### src/rtl/keypad_pkg.sv
// Shared types and constants for the keypad scanner and the preset register.
package keypad_pkg;

    localparam int COL_W = 4;

    localparam logic [3:0] KEY_CLR = 4'd10;
    localparam logic [3:0] KEY_ENT = 4'd11;

    typedef enum logic [1:0] {
        SCAN,
        DEBOUNCE,
        HELD
    } scan_state_e;

    // When several rows read low at once, the lowest row index is reported.
    function automatic logic [1:0] lowest_low_row(input logic [COL_W-1:0] rows);
        logic [1:0] idx;
        idx = 2'd0;
        for (int i = COL_W - 1; i >= 0; i--) begin
            if (!rows[i]) idx = 2'(i);
        end
        return idx;
    endfunction

endpackage

### src/rtl/keypad_preset_if.sv
// Matrix pins plus the key/preset outputs of the keypad preset block.
interface keypad_preset_if;
    import keypad_pkg::*;

    logic [COL_W-1:0] row_in;
    logic [COL_W-1:0] col_out;
    logic             key_valid;
    logic [3:0]       key_code;
    logic [3:0]       preset0;
    logic [3:0]       preset1;
    logic [3:0]       preset2;
    logic [3:0]       preset3;
    logic             preset_load;

    modport master (
        input  row_in,
        output col_out, key_valid, key_code,
        output preset0, preset1, preset2, preset3, preset_load
    );

    modport slave (
        output row_in,
        input  col_out, key_valid, key_code,
        input  preset0, preset1, preset2, preset3, preset_load
    );

endinterface

### src/rtl/keypad_matrix_scan.sv
// Column scanner with row synchronizer, dwell timer and press/release debounce.
module keypad_matrix_scan
    import keypad_pkg::*;
#(
    parameter int SCAN_DIV       = 50000,
    parameter int DEBOUNCE_SCANS = 4
) (
    input  logic             clk,
    input  logic             rst_n,
    input  logic [COL_W-1:0] row_in,
    output logic [COL_W-1:0] col_out,
    output logic             key_valid,
    output logic [3:0]       key_code,
    output logic             accept,
    output logic [3:0]       accept_code
);

    localparam int DIV_W = $clog2(SCAN_DIV);
    localparam int DB_W  = $clog2(DEBOUNCE_SCANS + 1);
    localparam logic [DIV_W-1:0] DIV_LAST  = DIV_W'(SCAN_DIV - 1);
    localparam logic [DB_W-1:0]  DB_TARGET = DB_W'(DEBOUNCE_SCANS);
    localparam logic [COL_W-1:0] ALL_HIGH  = '1;

    logic [COL_W-1:0] sync1_q, sync2_q;
    logic [DIV_W-1:0] div_q, div_d;
    scan_state_e      state_q, state_d;
    logic [1:0]       col_q, col_d;
    logic [COL_W-1:0] col_out_q, col_out_d;
    logic [COL_W-1:0] pat_q, pat_d;
    logic [DB_W-1:0]  cnt_q, cnt_d;
    logic [3:0]       code_q, code_d;
    logic             valid_q;
    logic             sample;

    // cnt counts matching presses in DEBOUNCE and consecutive releases in HELD.
    always_comb begin
        sample      = (div_q == DIV_LAST);
        div_d       = sample ? '0 : div_q + DIV_W'(1);
        state_d     = state_q;
        col_d       = col_q;
        pat_d       = pat_q;
        cnt_d       = cnt_q;
        accept      = 1'b0;
        accept_code = {lowest_low_row(pat_q), col_q};

        unique case (state_q)
            SCAN: begin
                if (sample) begin
                    if (sync2_q == ALL_HIGH) begin
                        col_d = col_q + 2'd1;
                    end else begin
                        pat_d   = sync2_q;
                        cnt_d   = DB_W'(1);
                        state_d = DEBOUNCE;
                        if (DEBOUNCE_SCANS == 1) begin
                            accept      = 1'b1;
                            accept_code = {lowest_low_row(sync2_q), col_q};
                        end
                    end
                end
            end
            DEBOUNCE: begin
                if (DEBOUNCE_SCANS == 1) begin
                    state_d = HELD;
                    cnt_d   = '0;
                end else if (sample) begin
                    if (sync2_q != pat_q) begin
                        state_d = SCAN;
                    end else if (cnt_q + DB_W'(1) == DB_TARGET) begin
                        accept  = 1'b1;
                        state_d = HELD;
                        cnt_d   = '0;
                    end else begin
                        cnt_d = cnt_q + DB_W'(1);
                    end
                end
            end
            HELD: begin
                if (sample) begin
                    if (sync2_q != ALL_HIGH) begin
                        cnt_d = '0;
                    end else if (cnt_q + DB_W'(1) == DB_TARGET) begin
                        cnt_d   = '0;
                        col_d   = col_q + 2'd1;
                        state_d = SCAN;
                    end else begin
                        cnt_d = cnt_q + DB_W'(1);
                    end
                end
            end
            default: state_d = SCAN;
        endcase

        col_out_d = ~(COL_W'(1) << col_d);
        code_d    = accept ? accept_code : code_q;
    end

    always_ff @(posedge clk or negedge rst_n) begin
        if (!rst_n) begin
            sync1_q   <= '1;
            sync2_q   <= '1;
            div_q     <= '0;
            state_q   <= SCAN;
            col_q     <= 2'd0;
            col_out_q <= 4'b1110;
            pat_q     <= '1;
            cnt_q     <= '0;
            code_q    <= 4'd0;
            valid_q   <= 1'b0;
        end else begin
            sync1_q   <= row_in;
            sync2_q   <= sync1_q;
            div_q     <= div_d;
            state_q   <= state_d;
            col_q     <= col_d;
            col_out_q <= col_out_d;
            pat_q     <= pat_d;
            cnt_q     <= cnt_d;
            code_q    <= code_d;
            valid_q   <= accept;
        end
    end

    assign col_out   = col_out_q;
    assign key_valid = valid_q;
    assign key_code  = code_q;

endmodule

### src/rtl/keypad_preset.sv
// Keypad front end: digit keys shift into a 4-digit BCD preset, CLR zeroes it, ENT loads it.
module keypad_preset
    import keypad_pkg::*;
#(
    parameter int SCAN_DIV       = 50000,
    parameter int DEBOUNCE_SCANS = 4
) (
    input logic             clk,
    input logic             rst_n,
    keypad_preset_if.master bus
);

    logic             accept;
    logic [3:0]       accept_code;
    logic [3:0][3:0]  preset_q, preset_d;
    logic             preset_load_q, preset_load_d;

    keypad_matrix_scan #(
        .SCAN_DIV      (SCAN_DIV),
        .DEBOUNCE_SCANS(DEBOUNCE_SCANS)
    ) u_scan (
        .clk        (clk),
        .rst_n      (rst_n),
        .row_in     (bus.row_in),
        .col_out    (bus.col_out),
        .key_valid  (bus.key_valid),
        .key_code   (bus.key_code),
        .accept     (accept),
        .accept_code(accept_code)
    );

    // Acting on the pre-register accept keeps presets aligned with key_valid.
    always_comb begin
        preset_d      = preset_q;
        preset_load_d = 1'b0;
        if (accept) begin
            if (accept_code < KEY_CLR) begin
                preset_d[0] = preset_q[1];
                preset_d[1] = preset_q[2];
                preset_d[2] = preset_q[3];
                preset_d[3] = accept_code;
            end else if (accept_code == KEY_CLR) begin
                preset_d = '0;
            end else if (accept_code == KEY_ENT) begin
                preset_load_d = 1'b1;
            end
        end
    end

    always_ff @(posedge clk or negedge rst_n) begin
        if (!rst_n) begin
            preset_q      <= '0;
            preset_load_q <= 1'b0;
        end else begin
            preset_q      <= preset_d;
            preset_load_q <= preset_load_d;
        end
    end

    assign bus.preset0     = preset_q[0];
    assign bus.preset1     = preset_q[1];
    assign bus.preset2     = preset_q[2];
    assign bus.preset3     = preset_q[3];
    assign bus.preset_load = preset_load_q;

endmodule

### src/flat_wrapper.sv
// flat-port wrapper written by rule: the top's interface ports become plain ports
module keypad_preset_flat import keypad_pkg::*;
#(
    parameter int SCAN_DIV       = 50000,
    parameter int DEBOUNCE_SCANS = 4
)
  (clk, rst_n, bus_row_in, bus_col_out, bus_key_valid, bus_key_code, bus_preset0, bus_preset1, bus_preset2, bus_preset3, bus_preset_load);
  keypad_preset_if bus_i ();
  input logic clk;
  input logic rst_n;
  input wire logic [$bits(bus_i.row_in)-1:0] bus_row_in;
  output wire logic [$bits(bus_i.col_out)-1:0] bus_col_out;
  output wire logic [$bits(bus_i.key_valid)-1:0] bus_key_valid;
  output wire logic [$bits(bus_i.key_code)-1:0] bus_key_code;
  output wire logic [$bits(bus_i.preset0)-1:0] bus_preset0;
  output wire logic [$bits(bus_i.preset1)-1:0] bus_preset1;
  output wire logic [$bits(bus_i.preset2)-1:0] bus_preset2;
  output wire logic [$bits(bus_i.preset3)-1:0] bus_preset3;
  output wire logic [$bits(bus_i.preset_load)-1:0] bus_preset_load;
  assign bus_i.row_in = bus_row_in;
  assign bus_col_out = bus_i.col_out;
  assign bus_key_valid = bus_i.key_valid;
  assign bus_key_code = bus_i.key_code;
  assign bus_preset0 = bus_i.preset0;
  assign bus_preset1 = bus_i.preset1;
  assign bus_preset2 = bus_i.preset2;
  assign bus_preset3 = bus_i.preset3;
  assign bus_preset_load = bus_i.preset_load;
  keypad_preset #(.SCAN_DIV(SCAN_DIV), .DEBOUNCE_SCANS(DEBOUNCE_SCANS)) u_core (.clk(clk), .rst_n(rst_n), .bus(bus_i));
endmodule
### config.mk
export PLATFORM = sky130hd
export DESIGN_NAME = keypad_preset_flat
export DESIGN_NICKNAME = d
export VERILOG_FILES = /design/src/rtl/keypad_pkg.sv /design/src/rtl/keypad_preset_if.sv /design/src/rtl/keypad_matrix_scan.sv /design/src/rtl/keypad_preset.sv /design/src/flat_wrapper.sv
export SDC_FILE = /design/constraint.sdc
export NUM_CORES = 1
export LEC_CHECK = 0
export CAP_MARGIN = 30
export CORE_MARGIN = 10
export CORE_UTILIZATION = 58
export CTS_BUF_LIST = sky130_fd_sc_hd__clkbuf_8
export DETAILED_ROUTE_END_ITERATION = 8
export PLACE_DENSITY = 0.82
export RECOVER_POWER = 50
export SYNTH_ARGS = -nofsm -noshare
export SYNTH_HDL_FRONTEND = slang
export SYNTH_SLANG_ARGS = --single-unit
### constraint.sdc
create_clock -name clk -period 2.45 [get_ports clk]
set_clock_uncertainty 0.1 [all_clocks]
set_input_delay 0.735 -clock clk [delete_from_list [all_inputs] [get_ports clk]]
set_output_delay 0.735 -clock clk [all_outputs]
set_load 0.05 [all_outputs]
==> out/metrics.csv <==
stage;metric;value;unit
worst_setup_path;end_kind;primary output;
clock_network;postCtsSetupBuffers;0;
floorplanning;die_h;90.6;um
sta;final_max_slew_viol_count;0;
worst_setup_path;path_class;register to primary output;
global_routing;track_usage;14.3;%
clock_network;clk_latency;340;ps
sta;fin_setup_tns;0;ps
sta;max_freq;420;MHz
global_routing;grt_pass1_wl;9.58;mm
clock_network;clkSlewWorstSetupHoldPaths;60;ps
worst_setup_path;max_stage_delay;820;ps
detailed_routing;totalWireLength;5.69;mm
floorplanning;row_count;25;
detailed_routing;antenna_left;0;
clock_network;cts_max_path_buffers;2;
yosys;synth_cell_type_count;51;
floorplanning;start_util;60.4;%
worst_setup_path;cpMaxStageDelayCell;clkdlybuf4s50_1;
power_and_ir_drop;p_leak;1.65;nW
sta;fin_crit_sh;97.2;%
sta;tightest_slew;1440;ps
final_layout;fin_cells;367;
placed_design;dpl.cell_count;351;
final_layout;diodes;0;
yosys;synth_top_area_share;39.8;%
yosys;ys_top_cells_by_area;dfrtp_1, dfstp_2, a21o_1;
worst_setup_path;worstPathArrival;1550;ps
yosys;synthFlopType;dfrtp_1;
sta;slew_headroom;3.89;%
worst_setup_path;required;1620;ps
worst_setup_path;critPathBufInv;1;
global_routing;grt_max_degree;62;
detailed_routing;drt_iter0_drc;155;
power_and_ir_drop;powerDensity;568;mW/mm^2
outcome;outcome;completed;
final_layout;fillerInstances;357;
sta;finalSetupViolCount;0;
yosys;synth_nets;268;
detailed_routing;wl_per_cell;15.5;um
detailed_routing;drc_errors;0;
clock_network;clock-sinks;61;
floorplanning;core_area;0.00479;sq mm
sta;report.final.hold_viol_count;0;
yosys;synth_area_per_cell;11.4;sq um
clock_network;cts_tree;done;
min_path;hp-class;register to register;
detailed_routing;drt-pass1-iter-count;4;
placed_design;dpl.hpwl;3.91;mm
clock_network;cts_resized;0;
worst_setup_path;crit_family;buffers and inverters;
sta;rsz0062_at_grt;no;
yosys;syn_area;0.00289;sq mm
floorplanning;die_area;0.00821;sq mm
yosys;synth_edf_count;0;
power_and_ir_drop;power;0.00199;W
power_and_ir_drop;peakVddDrop;0.000587;V
placed_design;gp_congestion;0.787;
clock_network;cts_htree_levels;3;
floorplanning;io_pins;32;
worst_setup_path;start_kind;register;
yosys;yosys.area.top_type;dfrtp_1;
worst_setup_path;path_max_fanout;3;
detailed_routing;vias_per_cell;5.63;
yosys;synthArstFlopShare;100;%
sta;layout_min_cycle_time;2380;ps
final_layout;syn_to_final_growth;20.9;%
global_routing;grt_pass1_vias;2042;
clock_network;cts_inserted_buffers;9;
final_layout;layout-drive-gt1-share;23.0;%
global_routing;antenna_found_initial;0;
yosys;netlist_instances;254;
detailed_routing;vias;2065;
worst_setup_path;path_cells;clkdlybuf4s50_1;
yosys;yosysSeqAreaShare;53.5;%
clock_network;hold_buffers;0;
final_layout;nets;309;
global_routing;overflow;0;
clock_network;clockRootBuffer;clkbuf_8;
yosys;synth_seq_cells;61;
final_layout;final_common_cell;dfrtp_1;
floorplanning;die_x;90.6;um
placed_design;io_buffers;31;
job;maxCapViolCount;0;
yosys;yosys_warnings;0;
final_layout;mostFrequentLayoutCells;dfrtp_1, clkdlybuf4s50_1, nor2_1;
## worst register-to-register path, stage by stage (launching register included)
cell and delay (ps):
dfrtp_1 420, ha_1 280, xor2_2 280, nand2_1 160, or4_4 580, nor2_4 260
a21o_2 180
## final cells by class
type                       instances  area [sq um]  area share [%]
clock buffer                       9           124            3.54
inverter                           6          22.5           0.644
tap                               67          83.8            2.40
multi-input combinational        181          1300            37.3
clock inverter                     7          82.6            2.36
timing repair buffer              36           333            9.52
sequential                        61          1550            44.2
## metal layers
layer	track usage, %	part of all wire [%]	up-vias
met5	0	0	-
met4	8.36	1.5	0
met3	4.41	6.1	8
met2	21.7	46	59
met1	17.6	47	1000
li1	-	-	998
## Yosys cell counts, drive strengths merged, types with 2 or more instances
master	count
nor2	23
or2b	4
a31oi	4
or4	2
xnor2	8
a21oi	6
buf	3
and4	3
nand3	9
dfrtp	46
nor3	5
and4bb	2
a21o	18
nor4b	2
o21ai	4
mux2	7
nor4	3
o31ai	2
xor2	8
and2b	2
a21boi	13
and3	6
clkbuf	3
ha	8
nand2	20
dfstp	15
nand4	6
inv	6
and2	3
## cell families after synthesis
kind of cell | synth area share [%]
XOR/XNOR | 4.85
flip-flops | 53.5
buffers and inverters | 1.90
multiplexers | 2.73
adder cells (fa/ha/maj) | 3.46
AO/OA/AOI/OAI | 14.2
AND/OR/NAND/NOR | 19.4
## sequential cells by signal (all words and copies together), names as in the netlist
signal                   count
u_core.u_scan.col_out        4
u_core.bus.preset0           4
u_core.u_scan.col_q          2
u_core.u_scan.key_valid      1
u_core.u_scan.key_code       4
u_core.bus.preset2           4
u_core.u_scan.state_q        2
u_core.bus.preset_load       1
u_core.u_scan.sync2_q        4
u_core.u_scan.div_q         16
u_core.bus.preset3           4
u_core.u_scan.cnt_q          3
u_core.u_scan.pat_q          4
u_core.u_scan.sync1_q        4
u_core.bus.preset1           4
## per-stage QoR
| step | cell area (sq um) | setup WS [ps] | hold slack (ps) | util, % |
|---|---|---|---|---|
| 4_1_cts | 3500 | 48.9 | 257 | 73.2 |
| 3_5_place_dp | 3300 | 137 | 247 | 68.9 |
| 2_1_floorplan | 2890 | 287 | 245 | - |
| 3_3_place_gp | 3300 | 203 | 246 | 68.9 |
| 5_1_grt | 3490 | 29.1 | 260 | 73.0 |
| 6_report | 3490 | 68.1 | 255 | 73.0 |
## worst paths after layout
check | from | to | slack (ps) | cells past startpoint
min reg2reg | u_core.u_scan.sync1_q[0] | u_core.u_scan.sync2_q[0] | 260 | 0
min | u_core.u_scan.sync1_q[0] | u_core.u_scan.sync2_q[0] | 260 | 0
max | u_core.bus.preset3[0] | bus_preset3[0] | 70 | 1
max in group asynchronous | rst_n | u_core.u_scan.state_q[0] | 660 | 2
min in group asynchronous | rst_n | u_core.u_scan.div_q[11] | 720 | 2
max reg2reg | u_core.u_scan.cnt_q[0] | u_core.bus.preset1[2] | 130 | 6
## power breakdown
group | total (W) | internal, W | switching (W) | leakage [nW]
clock | 0.000931 | 0.000559 | 0.000371 | 0.115
combinational | 0.0000304 | 0.00000812 | 0.0000223 | 0.749
sequential | 0.00103 | 0.00102 | 0.00000475 | 0.785
(Power assumes the default switching activity.)
